--- src/rtl/pulpino_run_ctrl_if.sv ---
// Board-side control/status bundle for the PULPino run sequencer.
interface pulpino_run_ctrl_if #(
  parameter int unsigned CNT_WIDTH = 32
);
  logic                 start_i;
  logic                 abort_i;
  logic                 load_done_i;
  logic                 eoc_i;
  logic                 core_rst_no;
  logic                 fetch_enable_o;
  logic                 busy_o;
  logic                 done_o;
  logic                 timeout_o;
  logic [CNT_WIDTH-1:0] cycle_count_o;

  modport master (
    output start_i, abort_i, load_done_i, eoc_i,
    input  core_rst_no, fetch_enable_o, busy_o, done_o, timeout_o, cycle_count_o
  );

  modport slave (
    input  start_i, abort_i, load_done_i, eoc_i,
    output core_rst_no, fetch_enable_o, busy_o, done_o, timeout_o, cycle_count_o
  );
endinterface

--- src/rtl/pulpino_run_ctrl.sv ---
// Run sequencer for the PULPino core: reset hold, wait for program load,
// fetch-enable delay, run until end-of-computation or timeout.
module pulpino_run_ctrl #(
  parameter int unsigned RST_HOLD_CYCLES    = 12,
  parameter int unsigned FETCH_DELAY_CYCLES = 5,
  parameter int unsigned TIMEOUT_CYCLES     = 0,
  parameter int unsigned CNT_WIDTH          = 32
) (
  input  logic              clk,
  input  logic              rst_n,
  pulpino_run_ctrl_if.slave ctrl
);

  localparam logic [2:0] S_IDLE        = 3'd0;
  localparam logic [2:0] S_RESET_HOLD  = 3'd1;
  localparam logic [2:0] S_WAIT_LOAD   = 3'd2;
  localparam logic [2:0] S_FETCH_DELAY = 3'd3;
  localparam logic [2:0] S_RUN         = 3'd4;
  localparam logic [2:0] S_DONE        = 3'd5;
  localparam logic [2:0] S_TIMEOUT     = 3'd6;

  localparam int unsigned DLY_MAX = (RST_HOLD_CYCLES > FETCH_DELAY_CYCLES) ?
                                    RST_HOLD_CYCLES : FETCH_DELAY_CYCLES;
  localparam int unsigned DLY_W   = (DLY_MAX > 1) ? $clog2(DLY_MAX) : 1;
  localparam int unsigned TO_LAST_I = (TIMEOUT_CYCLES == 0) ? 0 : TIMEOUT_CYCLES - 1;

  localparam logic [DLY_W-1:0]     RST_LAST = DLY_W'(RST_HOLD_CYCLES - 1);
  localparam logic [DLY_W-1:0]     FD_LAST  = DLY_W'(FETCH_DELAY_CYCLES - 1);
  localparam logic [CNT_WIDTH-1:0] TO_LAST  = CNT_WIDTH'(TO_LAST_I);
  localparam logic [CNT_WIDTH-1:0] CNT_MAX  = '1;

  logic [2:0]           state, state_d;
  logic [DLY_W-1:0]     dly, dly_d;
  logic [CNT_WIDTH-1:0] cnt, cnt_d;
  logic                 eoc_meta, eoc_s;
  logic                 core_rst_n_q, core_rst_n_d;
  logic                 fetch_en_q, fetch_en_d;
  logic                 busy_q, busy_d;
  logic                 done_q, done_d;
  logic                 timeout_q, timeout_d;
  logic                 start_ok;

  // abort suppresses a simultaneous start, so the count is never cleared by it
  assign start_ok = ctrl.start_i && !ctrl.abort_i;

  // Next state, counters and Moore outputs decoded from the next state
  always_comb begin
    state_d = state;
    dly_d   = dly;
    cnt_d   = cnt;

    case (state)
      S_IDLE: begin
        if (start_ok) begin
          state_d = S_RESET_HOLD;
          dly_d   = '0;
          cnt_d   = '0;
        end
      end
      S_RESET_HOLD: begin
        if (dly == RST_LAST) begin
          state_d = S_WAIT_LOAD;
          dly_d   = '0;
        end else begin
          dly_d = dly + DLY_W'(1);
        end
      end
      S_WAIT_LOAD: begin
        if (ctrl.load_done_i) begin
          state_d = S_FETCH_DELAY;
          dly_d   = '0;
        end
      end
      S_FETCH_DELAY: begin
        if (dly == FD_LAST) begin
          state_d = S_RUN;
          dly_d   = '0;
        end else begin
          dly_d = dly + DLY_W'(1);
        end
      end
      S_RUN: begin
        if (cnt != CNT_MAX) begin
          cnt_d = cnt + CNT_WIDTH'(1);
        end
        if (eoc_s) begin
          state_d = S_DONE;
        end else if ((TIMEOUT_CYCLES != 0) && (cnt == TO_LAST)) begin
          state_d = S_TIMEOUT;
        end
      end
      S_DONE, S_TIMEOUT: begin
        if (start_ok) begin
          state_d = S_RESET_HOLD;
          dly_d   = '0;
          cnt_d   = '0;
        end
      end
      default: state_d = S_IDLE;
    endcase

    if (ctrl.abort_i) begin
      state_d = S_IDLE;
      dly_d   = '0;
    end

    core_rst_n_d = (state_d != S_IDLE) && (state_d != S_RESET_HOLD);
    fetch_en_d   = (state_d == S_RUN);
    busy_d       = (state_d == S_RESET_HOLD) || (state_d == S_WAIT_LOAD) ||
                   (state_d == S_FETCH_DELAY) || (state_d == S_RUN);
    done_d       = (state_d == S_DONE);
    timeout_d    = (state_d == S_TIMEOUT);
  end

  // State, counters, eoc synchronizer and registered outputs
  always_ff @(posedge clk or negedge rst_n) begin
    if (!rst_n) begin
      state        <= S_IDLE;
      dly          <= '0;
      cnt          <= '0;
      eoc_meta     <= 1'b0;
      eoc_s        <= 1'b0;
      core_rst_n_q <= 1'b0;
      fetch_en_q   <= 1'b0;
      busy_q       <= 1'b0;
      done_q       <= 1'b0;
      timeout_q    <= 1'b0;
    end else begin
      state        <= state_d;
      dly          <= dly_d;
      cnt          <= cnt_d;
      eoc_meta     <= ctrl.eoc_i;
      eoc_s        <= eoc_meta;
      core_rst_n_q <= core_rst_n_d;
      fetch_en_q   <= fetch_en_d;
      busy_q       <= busy_d;
      done_q       <= done_d;
      timeout_q    <= timeout_d;
    end
  end

  assign ctrl.core_rst_no    = core_rst_n_q;
  assign ctrl.fetch_enable_o = fetch_en_q;
  assign ctrl.busy_o         = busy_q;
  assign ctrl.done_o         = done_q;
  assign ctrl.timeout_o      = timeout_q;
  assign ctrl.cycle_count_o  = cnt;

endmodule

--- src/flat_wrapper.sv ---
// flat-port wrapper written by rule: the top's interface ports become plain ports
module pulpino_run_ctrl_flat 
#(
  parameter int unsigned RST_HOLD_CYCLES    = 12,
  parameter int unsigned FETCH_DELAY_CYCLES = 5,
  parameter int unsigned TIMEOUT_CYCLES     = 0,
  parameter int unsigned CNT_WIDTH          = 32
)
  (clk, rst_n, ctrl_start_i, ctrl_abort_i, ctrl_load_done_i, ctrl_eoc_i, ctrl_core_rst_no, ctrl_fetch_enable_o, ctrl_busy_o, ctrl_done_o, ctrl_timeout_o, ctrl_cycle_count_o);
  pulpino_run_ctrl_if #(.CNT_WIDTH(CNT_WIDTH)) ctrl_i ();
  input  logic clk;
  input  logic rst_n;
  input wire logic [$bits(ctrl_i.start_i)-1:0] ctrl_start_i;
  input wire logic [$bits(ctrl_i.abort_i)-1:0] ctrl_abort_i;
  input wire logic [$bits(ctrl_i.load_done_i)-1:0] ctrl_load_done_i;
  input wire logic [$bits(ctrl_i.eoc_i)-1:0] ctrl_eoc_i;
  output wire logic [$bits(ctrl_i.core_rst_no)-1:0] ctrl_core_rst_no;
  output wire logic [$bits(ctrl_i.fetch_enable_o)-1:0] ctrl_fetch_enable_o;
  output wire logic [$bits(ctrl_i.busy_o)-1:0] ctrl_busy_o;
  output wire logic [$bits(ctrl_i.done_o)-1:0] ctrl_done_o;
  output wire logic [$bits(ctrl_i.timeout_o)-1:0] ctrl_timeout_o;
  output wire logic [$bits(ctrl_i.cycle_count_o)-1:0] ctrl_cycle_count_o;
  assign ctrl_i.start_i = ctrl_start_i;
  assign ctrl_i.abort_i = ctrl_abort_i;
  assign ctrl_i.load_done_i = ctrl_load_done_i;
  assign ctrl_i.eoc_i = ctrl_eoc_i;
  assign ctrl_core_rst_no = ctrl_i.core_rst_no;
  assign ctrl_fetch_enable_o = ctrl_i.fetch_enable_o;
  assign ctrl_busy_o = ctrl_i.busy_o;
  assign ctrl_done_o = ctrl_i.done_o;
  assign ctrl_timeout_o = ctrl_i.timeout_o;
  assign ctrl_cycle_count_o = ctrl_i.cycle_count_o;
  pulpino_run_ctrl #(.RST_HOLD_CYCLES(RST_HOLD_CYCLES), .FETCH_DELAY_CYCLES(FETCH_DELAY_CYCLES), .TIMEOUT_CYCLES(TIMEOUT_CYCLES), .CNT_WIDTH(CNT_WIDTH)) u_core (.clk(clk), .rst_n(rst_n), .ctrl(ctrl_i));
endmodule
--- config.mk ---
export PLATFORM = sky130hd
export DESIGN_NAME = pulpino_run_ctrl_flat
export DESIGN_NICKNAME = d
export VERILOG_FILES = /design/src/rtl/pulpino_run_ctrl_if.sv /design/src/rtl/pulpino_run_ctrl.sv /design/src/flat_wrapper.sv
export SDC_FILE = /design/constraint.sdc
export NUM_CORES = 1
export LEC_CHECK = 0
export ABC_AREA = 1
export BUFFER_PORTS_ARGS = -buffer_cell sky130_fd_sc_hd__buf_4
export CORE_MARGIN = 2
export CORE_UTILIZATION = 60
export DETAILED_ROUTE_END_ITERATION = 8
export GPL_TIMING_DRIVEN = 1
export PLACE_DENSITY = 0.83
export SLEW_MARGIN = 20
export SYNTH_ARGS = -nofsm -noshare
export SYNTH_HDL_FRONTEND = slang
export SYNTH_SLANG_ARGS = --single-unit
--- constraint.sdc ---
create_clock -name clk -period 3.2 [get_ports clk]
set_clock_uncertainty 0.15 [all_clocks]
set_input_delay 0.64 -clock clk [delete_from_list [all_inputs] [get_ports clk]]
set_output_delay 0.64 -clock clk [all_outputs]
set_load 0.02 [all_outputs]
==> impl_metrics.tcl, run 1 <==
set metrics [dict create \
    routed_wl_um 7440 \
    yosys-top-cells-count "nand2_1 (170), nor2_1 (74), nand3_1 (50)" \
    path_max_fanout 28 \
    clk_pin_slew_ns 0.08 \
    cts_tree "yes" \
    fin_crit_sh_pct 78.1 \
    first_pass_iters 5 \
    row_count 26 \
    ys_warn_count 0 \
    diodes 0 \
    syn_nets 465 \
    power.density_nw_per_um2 346 \
    tns_ns 0 \
    initial_core_util_pct 61.3 \
    ctsHtreeMaxLevel 2 \
    avgSynthCellArea_um2 6.73 \
    crit_path_end_kind "flop" \
    drv_cap 0 \
    max_stage_delay_ns 0.50 \
    synth_edf_count 0 \
    ys_seq_elements 46 \
    cpMaxStageDelayCell "dfrtp_1" \
    layout_setup_ws_ns 0.700 \
    dp_hpwl_um 5640 \
    maxSlewViolCount 0 \
    wl_per_cell_um 13.1 \
    busiest_layer "met2" \
    areaGrowthSynthToFinish_pct 14.4 \
    clockBufferDepth 2 \
    grt_pass1_vias 2813 \
    rsz0062_at_grt "no" \
    numPortBuffers 42 \
    use_met1_pct 35.4 \
    drc 0 \
    antenna_found_initial 0 \
    layout.nets 505 \
    finalSetupViolations 0 \
    min_period_ns 2.50 \
    hold_path_class "input port to asynchronous set/reset pin" \
    drive_gt1_share_pct 15.9 \
    crit_path_cell_trace "ha_1 -> nand3_2 -> clkinv_2 -> nand2_4 -> nor2_4 -> nand3b_1 -> nand2_2 -> buf_4 -> nand2_1 -> o21ai_2" \
    grt.met2_usage_pct 48.9 \
    grt_overflow_total 0 \
    clockRootBuffer "clkbuf_8" \
    core_um2 5010 \
    vias 3035 \
    grt.total_usage_pct 28.5 \
    p_leak_nw 1.63 \
    yosysMostFrequentCell "nand2_1" \
    ys_async_sr_fraction_pct 100 \
    cts_resized 0 \
    syn_inst 456 \
    drt-initial-drc-count 187 \
    gp_congestion 0.982 \
    synthTopCellsByArea "dfrtp_1 (37%), nand2_1 (21%), nor2_1 (9.0%)" \
    place_ws_ns 0.737 \
    yosysTopAreaCell "dfrtp_1" \
    fmax_mhz 400 \
    io_pins 43 \
    clock-sinks 46 \
    synthFlopType "dfrtp_1" \
    die_x_um 75.5 \
    crit_required_ns 3.28 \
    maxSlewHeadroom_pct 51.8 \
    grt_start_max_net_pins 47 \
    peakVddDrop_uv 230 \
    vias_per_cell 5.35 \
    grt_pass1_wl_um 12400 \
    worst_pin_slew_ns 0.722 \
    hold_viol 0 \
    synth_cell_types 27 \
    use_met3_pct 4.89 \
    cts_hold_buf 0 \
    cts-buffers-inserted 5 \
    chipHeight_um 75.5 \
    clk_latency_ns 0.30 \
    die_area_um2 5710 \
    start_kind "flop" \
    synthDominantCellAreaShare_pct 37.5 \
    post_cts_buffers 0 \
    antenna_left 0 \
    crit_arrival_ns 2.58 \
    worst-setup-path-type "flop to flop" \
    synth_area_um2 3070 \
    yosysSeqAreaShare_pct 37.5 \
    outcome "completed" \
]
-- layout make-up --
cell class / instances / area (um2)
clock buffers: 5 / 68.8
clock inverters: 3 / 40.0
fillers: 454 / 1500
inverters: 37 / 140
multi-input cells: 362 / 1680
flip-flops and latches: 46 / 1150
well taps: 70 / 87.6
repair buffers: 44 / 343
-- layer usage --
metal  wire length (um)  up-vias
li1                   -     1528
met1               3220     1383
met2               3670      105
met3                352       19
met4                198        0
met5                  0        -
-- worst max-delay path, delay by kind of cell (launching register included) --
family          cells  cell delay (ns)
fa+ha+maj           1             0.37
buf+inv             2             0.39
simple gates        6             0.94
flops               1             0.50
compound gates      1             0.07
-- final timing paths --
path	endpoint	slack [ns]	from	depth (start not counted)
worst min register to register	u_core.eoc_s$_DFF_PN0_	0.21	u_core.eoc_meta$_DFF_PN0_	0
worst min-delay path	u_core.ctrl.cycle_count_o[3]$_DFFE_PN0P_	0.19	rst_n	1
max in group asynchronous	u_core.state[0]$_DFF_PN0_	2.32	rst_n	1
worst max register to register	u_core.ctrl.cycle_count_o[0]$_DFFE_PN0P_	0.70	u_core.ctrl.cycle_count_o[0]$_DFFE_PN0P_	10
worst max-delay path	u_core.ctrl.cycle_count_o[0]$_DFFE_PN0P_	0.70	u_core.ctrl.cycle_count_o[0]$_DFFE_PN0P_	10
min in group clk	u_core.eoc_s$_DFF_PN0_	0.21	u_core.eoc_meta$_DFF_PN0_	0
-- per-stage QoR --
step / area (um2) / hold slack, ns / total power [W] / utilization, % / std cells
after floorplan: 3070 / 0.181 / 0.000761 / - / 456
after global routing: 3510 / 0.213 / 0.00128 / 70.1 / 567
after detailed placement: 3400 / 0.190 / 0.000800 / 67.9 / 559
final: 3510 / 0.189 / 0.00121 / 70.1 / 567
after global placement: 3400 / 0.185 / 0.000792 / 67.9 / 559
after CTS: 3510 / 0.207 / 0.00123 / 70.1 / 567
-- cell usage in the layout, fill, tap and decap left out --
cell and n:
a21oi_1 6, buf_12 1, buf_4 43, bufinv_16 1, clkbuf_8 5, clkinv_1 1
clkinv_2 3, dfrtp_1 46, ha_1 3, inv_1 33, inv_2 2, nand2_1 169
nand2_2 4, nand2_4 1, nand3_1 50, nand3_2 1, nand3b_1 2, nand4_1 2
nor2_1 74, nor2_4 2, nor3_1 2, o21ai_0 10, o21ai_1 4, o21ai_2 16
o21bai_1 4, xor2_1 12
-- state kept, by name, indices dropped and copies added (netlist names) --
signal                      count
u_core.ctrl.core_rst_no         1
u_core.eoc_meta                 1
u_core.ctrl.fetch_enable_o      1
u_core.ctrl.done_o              1
u_core.state                    3
u_core.dly                      4
u_core.eoc_s                    1
u_core.ctrl.busy_o              1
u_core.ctrl.timeout_o           1
u_core.ctrl.cycle_count_o      32
-- power breakdown --
part	switching [W]	leakage, nW	internal, W
clock network	0.000195	0.0579	0.000230
registers	0.0000189	0.634	0.000594
logic	0.000128	0.937	0.0000488
total	0.000342	1.63	0.000873
-- cells by family after synthesis --
kind of cell / after synthesis / synth area share [%]
buffers and inverters: 48 / 7.82
XOR/XNOR: 12 / 3.42
AO/OA/AOI/OAI: 40 / 8.80
AND/OR/NAND/NOR: 307 / 41.2
adder cells (fa/ha/maj): 3 / 1.22
flip-flops: 46 / 37.5
(Power assumes the default switching activity.)
==> run 2: changes to the inputs <==
- CORE_UTILIZATION: 60 -> 58
- PLACE_DENSITY: 0.83 -> 0.81
- clock period: 3.2 -> 2.5 ns (I/O delays scaled with it)
==> impl_metrics.tcl, run 2 (same netlist as run 1, synthesis figures left out) <==
set metrics [dict create \
    outcome "completed" \
    core_um2 5110 \
    row_count 26 \
    cts-buffers-inserted 5 \
    crit_required_ns 2.52 \
    peakVddDrop_uv 333 \
    p_leak_nw 1.65 \
    clk_latency_ns 0.30 \
    initial_core_util_pct 60.1 \
    hold_path_class "input port to asynchronous set/reset pin" \
    clkPwrFrac_pct 40.5 \
    cellInternalPower_w 0.00125 \
    largest_register_ff_count 32 \
    fillers 437 \
    clock-sinks 46 \
    drv_cap 0 \
    wl_per_cell_um 13.2 \
    clk_pin_slew_ns 0.09 \
    chipHeight_um 76.8 \
    clockRootBuffer "clkbuf_8" \
    power.share.combinational_pct 13.5 \
    vias 3071 \
    fin_util_pct 69.7 \
    path_max_fanout 49 \
    maxSlewViolCount 0 \
    numPortBuffers 42 \
    multi_input_area_um2 1680 \
    rsz0062_at_grt "no" \
    power.density_nw_per_um2 478 \
    dp_hpwl_um 5600 \
    drive_gt1_share_pct 16.2 \
    first_pass_iters 6 \
    hold_viol 0 \
    swShare_pct 26.4 \
    instances_no_fill 569 \
    layout.nets 507 \
    most-common-layout-cells "nand2_1 (169), nor2_1 (74), nand3_1 (50), dfrtp_1 (46), buf_4 (45)" \
    crit_path_end_kind "flop" \
    grt_overflow_total 0 \
    finalSetupViolations 0 \
    routed_wl_um 7510 \
    antenna_left 0 \
    regArea_um2 1150 \
    grt_start_max_net_pins 50 \
    fmax_mhz 459 \
    final_common_cell "nand2_1" \
    die_area_um2 5890 \
    grt_pass1_vias 2886 \
    worst-setup-path-type "flop to flop" \
    p_switching_w 0.000449 \
    maxSlewHeadroom_pct 60.9 \
    grt_pass1_wl_um 13100 \
    die_x_um 76.8 \
    cts_hold_buf 0 \
    drt-initial-drc-count 174 \
    ctsHtreeMaxLevel 2 \
    cts_tree "yes" \
    areaGrowthSynthToFinish_pct 16.0 \
    diodes 0 \
    cts_resized 0 \
    io_pins 43 \
    crit_arrival_ns 2.20 \
    start_kind "flop" \
    min_period_ns 2.18 \
    antenna_found_initial 0 \
    gp_congestion 0.911 \
    seqPwrFrac_pct 46.0 \
    dp.cells 561 \
    post_cts_buffers 0 \
    clockBufferDepth 2 \
    drc 0 \
    worst_pin_slew_ns 0.586 \
    tns_ns 0 \
    fin_crit_sh_pct 87.2 \
    vias_per_cell 5.40 \
    grt.total_usage_pct 27.1 \
]
==> run 2: cell types whose count changed in the layout (fill, tap and decap cells not counted) <==
cell	delta
buf_4	+2
clkinv_2	-2
bufinv_16	+1
clkbuf_8	+1
==> run 2: metrics by stage <==
stage / power, W / hold WS (ns) / setup slack (ns) / cell area (um2)
after floorplan: 0.000974 / 0.0544 / 0.411 / 3070
after global placement: 0.00102 / 0.191 / 0.482 / 3420
after detailed placement: 0.00103 / 0.199 / 0.353 / 3420
after CTS: 0.00172 / 0.0705 / 0.336 / 3560
after global routing: 0.00178 / 0.0968 / 0.116 / 3560
final: 0.00170 / 0.0383 / 0.321 / 3560
==> run 2: final timing paths <==
path,startpoint,endpoint,slack [ns],depth (start not counted)
min in group clk,ctrl_eoc_i,u_core.eoc_meta$_DFF_PN0_,0.16,1
worst max-delay path,u_core.ctrl.cycle_count_o[0]$_DFFE_PN0P_,u_core.ctrl.cycle_count_o[31]$_DFFE_PN0P_,0.32,9
worst min-delay path,rst_n,u_core.ctrl.cycle_count_o[9]$_DFFE_PN0P_,0.04,1
worst min register to register,u_core.eoc_meta$_DFF_PN0_,u_core.eoc_s$_DFF_PN0_,0.22,0
worst max register to register,u_core.ctrl.cycle_count_o[0]$_DFFE_PN0P_,u_core.ctrl.cycle_count_o[31]$_DFFE_PN0P_,0.32,9
max in group asynchronous,rst_n,u_core.ctrl.timeout_o$_DFF_PN0_,1.75,1
==> run 2: metal layers <==
layer	share of wire, %	vias to the layer above	global-route usage (%)	routed length [um]
met4	2.2	0	10.4	162
met3	6.3	19	4.12	472
li1	-	1520	-	-
met2	49	113	45.6	3710
met5	0	-	0	0
met1	42	1419	35.3	3170
==> run 2: power groups by stage <==
stage	clock [W]	sequential (W)	combinational, W
after CTS	0.000703	0.000783	0.000231
after global placement	0	0.000796	0.000226
after detailed placement	0	0.000798	0.000230
after global routing	0.000735	0.000787	0.000257
after floorplan	0	0.000807	0.000167
final	0.000689	0.000783	0.000230
==> run 2: critical path: stages (launching register included) <==
cell and delay (ns):
dfrtp_1 0.50, ha_1 0.24, nand3_2 0.14, clkinv_2 0.12, nand2_4 0.07, nor2_4 0.11, nand3b_1 0.10, nand2_2 0.17
buf_12 0.27, o21ai_0 0.15
==> run 2: layout make-up <==
cell class / count / share of cell area [%]
clock inverters: 2 / 1.69
inverters: 37 / 3.94
flip-flops and latches: 46 / 32.3
repair buffers: 46 / 10.0
well taps: 70 / 2.46
clock buffers: 6 / 2.32
multi-input cells: 362 / 47.2
==> run 3: changes to the inputs <==
- ABC_AREA: 1 -> unset
- CORE_UTILIZATION: 58 -> 57
- PLACE_DENSITY: 0.81 -> 0.8
- RECOVER_POWER: unset -> 25
==> impl_metrics.tcl, run 3 <==
set metrics [dict create \
    gp_congestion 0.840 \
    grt_pass1_vias 2362 \
    place_area_um2 3190 \
    synth_edf_count 0 \
    rsz0062_at_grt "no" \
    post_cts_buffers 0 \
    io_pins 43 \
    fin_crit_sh_pct 92.5 \
    row_count 25 \
    worst-setup-path-type "flop to flop" \
    ys_warn_count 0 \
    diodes 0 \
    clk_pin_slew_ns 0.08 \
    initial_core_util_pct 59.0 \
    synth_cell_types 59 \
    yosysTopAreaCell "dfrtp_1" \
    clockBufferDepth 2 \
    power.density_nw_per_um2 421 \
    regArea_um2 1150 \
    largest_register_ff_count 32 \
    ys_async_sr_fraction_pct 100 \
    layout_setup_ws_ns 0.188 \
    drt-initial-drc-count 184 \
    drive_gt1_share_pct 24.8 \
    worst_pin_slew_ns 1.14 \
    crit_arrival_ns 2.35 \
    fillers 396 \
    grt.total_usage_pct 25.8 \
    crit_required_ns 2.54 \
    grt_overflow_total 0 \
    r2r_setup_slack_ns 0.19 \
    multi_input_area_um2 1480 \
    clock-sinks 46 \
    antenna_found_initial 0 \
    cts-buffers-inserted 5 \
    yosys-top-cells-count "dfrtp_1 (46), o31ai_1 (42), nor2_1 (20)" \
    min_period_ns 2.31 \
    r2r_cells 6 \
    first_pass_iters 5 \
    clk_latency_ns 0.30 \
    clockRootBuffer "clkbuf_8" \
    synthTopCellsByArea "dfrtp_1 (41%), o31ai_1 (11%), nand3_1 (3.2%)" \
    yosysMostFrequentCell "dfrtp_1" \
    cts_resized 0 \
    reg2reg_to "u_core.ctrl.cycle_count_o[30]$_DFFE_PN0P_" \
    drv_cap 0 \
    antenna_left 0 \
    vias_per_cell 6.29 \
    hold_viol 0 \
    final_common_cell "buf_4" \
    die_x_um 73.9 \
    routed_wl_um 6610 \
    chipHeight_um 73.9 \
    outcome "completed" \
    whs_ns 0.174 \
    endpoint "u_core.ctrl.cycle_count_o[30]$_DFFE_PN0P_" \
    layout.nets 347 \
    avgSynthCellArea_um2 9.48 \
    grt_pass1_wl_um 10900 \
    die_area_um2 5460 \
    dp_hpwl_um 4690 \
    syn_nets 303 \
    cts_tree "yes" \
    hold_path_class "input port to flop" \
    fmax_mhz 433 \
    start_kind "flop" \
    crit_path_start "u_core.ctrl.cycle_count_o[0]$_DFFE_PN0P_" \
    synthDominantCellAreaShare_pct 41.3 \
    drc 0 \
    finalSetupViolations 0 \
    p_leak_nw 1.46 \
    core_um2 4720 \
    grt_start_max_net_pins 47 \
    path_max_fanout 10 \
    areaGrowthSynthToFinish_pct 17.9 \
    maxSlewHeadroom_pct 24.1 \
    vias 2553 \
    crit_path_end_kind "flop" \
    peakVddDrop_uv 231 \
    fin_util_pct 69.6 \
    place_ws_ns 0.153 \
    synth_area_um2 2790 \
    reg2reg_from "u_core.ctrl.cycle_count_o[0]$_DFFE_PN0P_" \
    maxSlewViolCount 0 \
    tns_ns 0 \
    numPortBuffers 42 \
    cts_hold_buf 0 \
    most-common-layout-cells "buf_4 (54), dfrtp_1 (46), o31ai_1 (42), nor2_1 (20), nand3_1 (18)" \
    ctsHtreeMaxLevel 2 \
    wl_per_cell_um 16.3 \
    ys_seq_elements 46 \
    yosysSeqAreaShare_pct 41.3 \
    syn_inst 294 \
    finalInstanceArea_um2 3290 \
    synthFlopType "dfrtp_1" \
]
==> run 3: changes by cell type after synthesis, moves of 15 or more <==
cell,previous run,this run
inv_1,33,9
nand3_1,50,18
nor2_1,74,20
o31ai_1,0,42
o21ai_2,16,1
nand2_1,170,13
==> run 3: how the worst min path moves through the flow <==
stage	startpoint	endpoint	slack (ns)	depth (start not counted)
after floorplan	rst_n	u_core.ctrl.busy_o$_DFF_PN0_	0.05	0
after global placement	u_core.eoc_meta$_DFF_PN0_	u_core.eoc_s$_DFF_PN0_	0.18	0
after detailed placement	u_core.eoc_meta$_DFF_PN0_	u_core.eoc_s$_DFF_PN0_	0.19	0
after CTS	rst_n	u_core.ctrl.cycle_count_o[12]$_DFFE_PN0P_	0.06	1
after global routing	ctrl_eoc_i	u_core.eoc_meta$_DFF_PN0_	0.16	1
final	ctrl_eoc_i	u_core.eoc_meta$_DFF_PN0_	0.17	1
==> run 3: cell families after synthesis <==
logic type	Yosys count	share of synthesized area [%]
adder cells (fa/ha/maj)	6	2.47
AND/OR/NAND/NOR	106	23.4
AO/OA/AOI/OAI	104	26.3
flip-flops	46	41.3
multiplexers	1	0.359
buffers and inverters	29	5.57
XOR/XNOR	2	0.629
==> run 3: power breakdown <==
part           switching (W)  leakage (nW)  internal [W]
Clock               0.000256        0.0472      0.000222
Combinational      0.0000878         0.778     0.0000504
Sequential         0.0000117         0.636      0.000754
==> run 3: cell type report <==
cell class,count,area share (%)
clock buffers,6,2.51
clock inverters,2,0.381
inverters,9,1.03
multi-input cells,219,45.2
flip-flops and latches,46,35.0
well taps,67,2.55
repair buffers,57,13.3
==> run 3: metrics by stage <==
stage                     instances  total power, W
final                           406         0.00138
after global routing            406         0.00144
after CTS                       406         0.00140
after detailed placement        398        0.000919
after global placement          398        0.000915
after floorplan                 294        0.000869
==> run 3: metal layers <==
| metal | global-route usage [%] | vias to the layer above | routed length [um] |
|---|---|---|---|
| li1 | - | 1220 | - |
| met1 | 36.2 | 1223 | 2980 |
| met2 | 40.6 | 100 | 3090 |
| met3 | 3.84 | 10 | 432 |
| met4 | 9.70 | 0 | 105 |
| met5 | 0 | - | 0 |
==> run 3: critical path, cell delays in order, from the launching register on <==
cell and delay [ns]:
dfrtp_1 0.45, ha_1 0.24, nand3_1 0.28, nor4_4 0.38, buf_4 0.23, nand3_1 0.15, o41ai_1 0.33
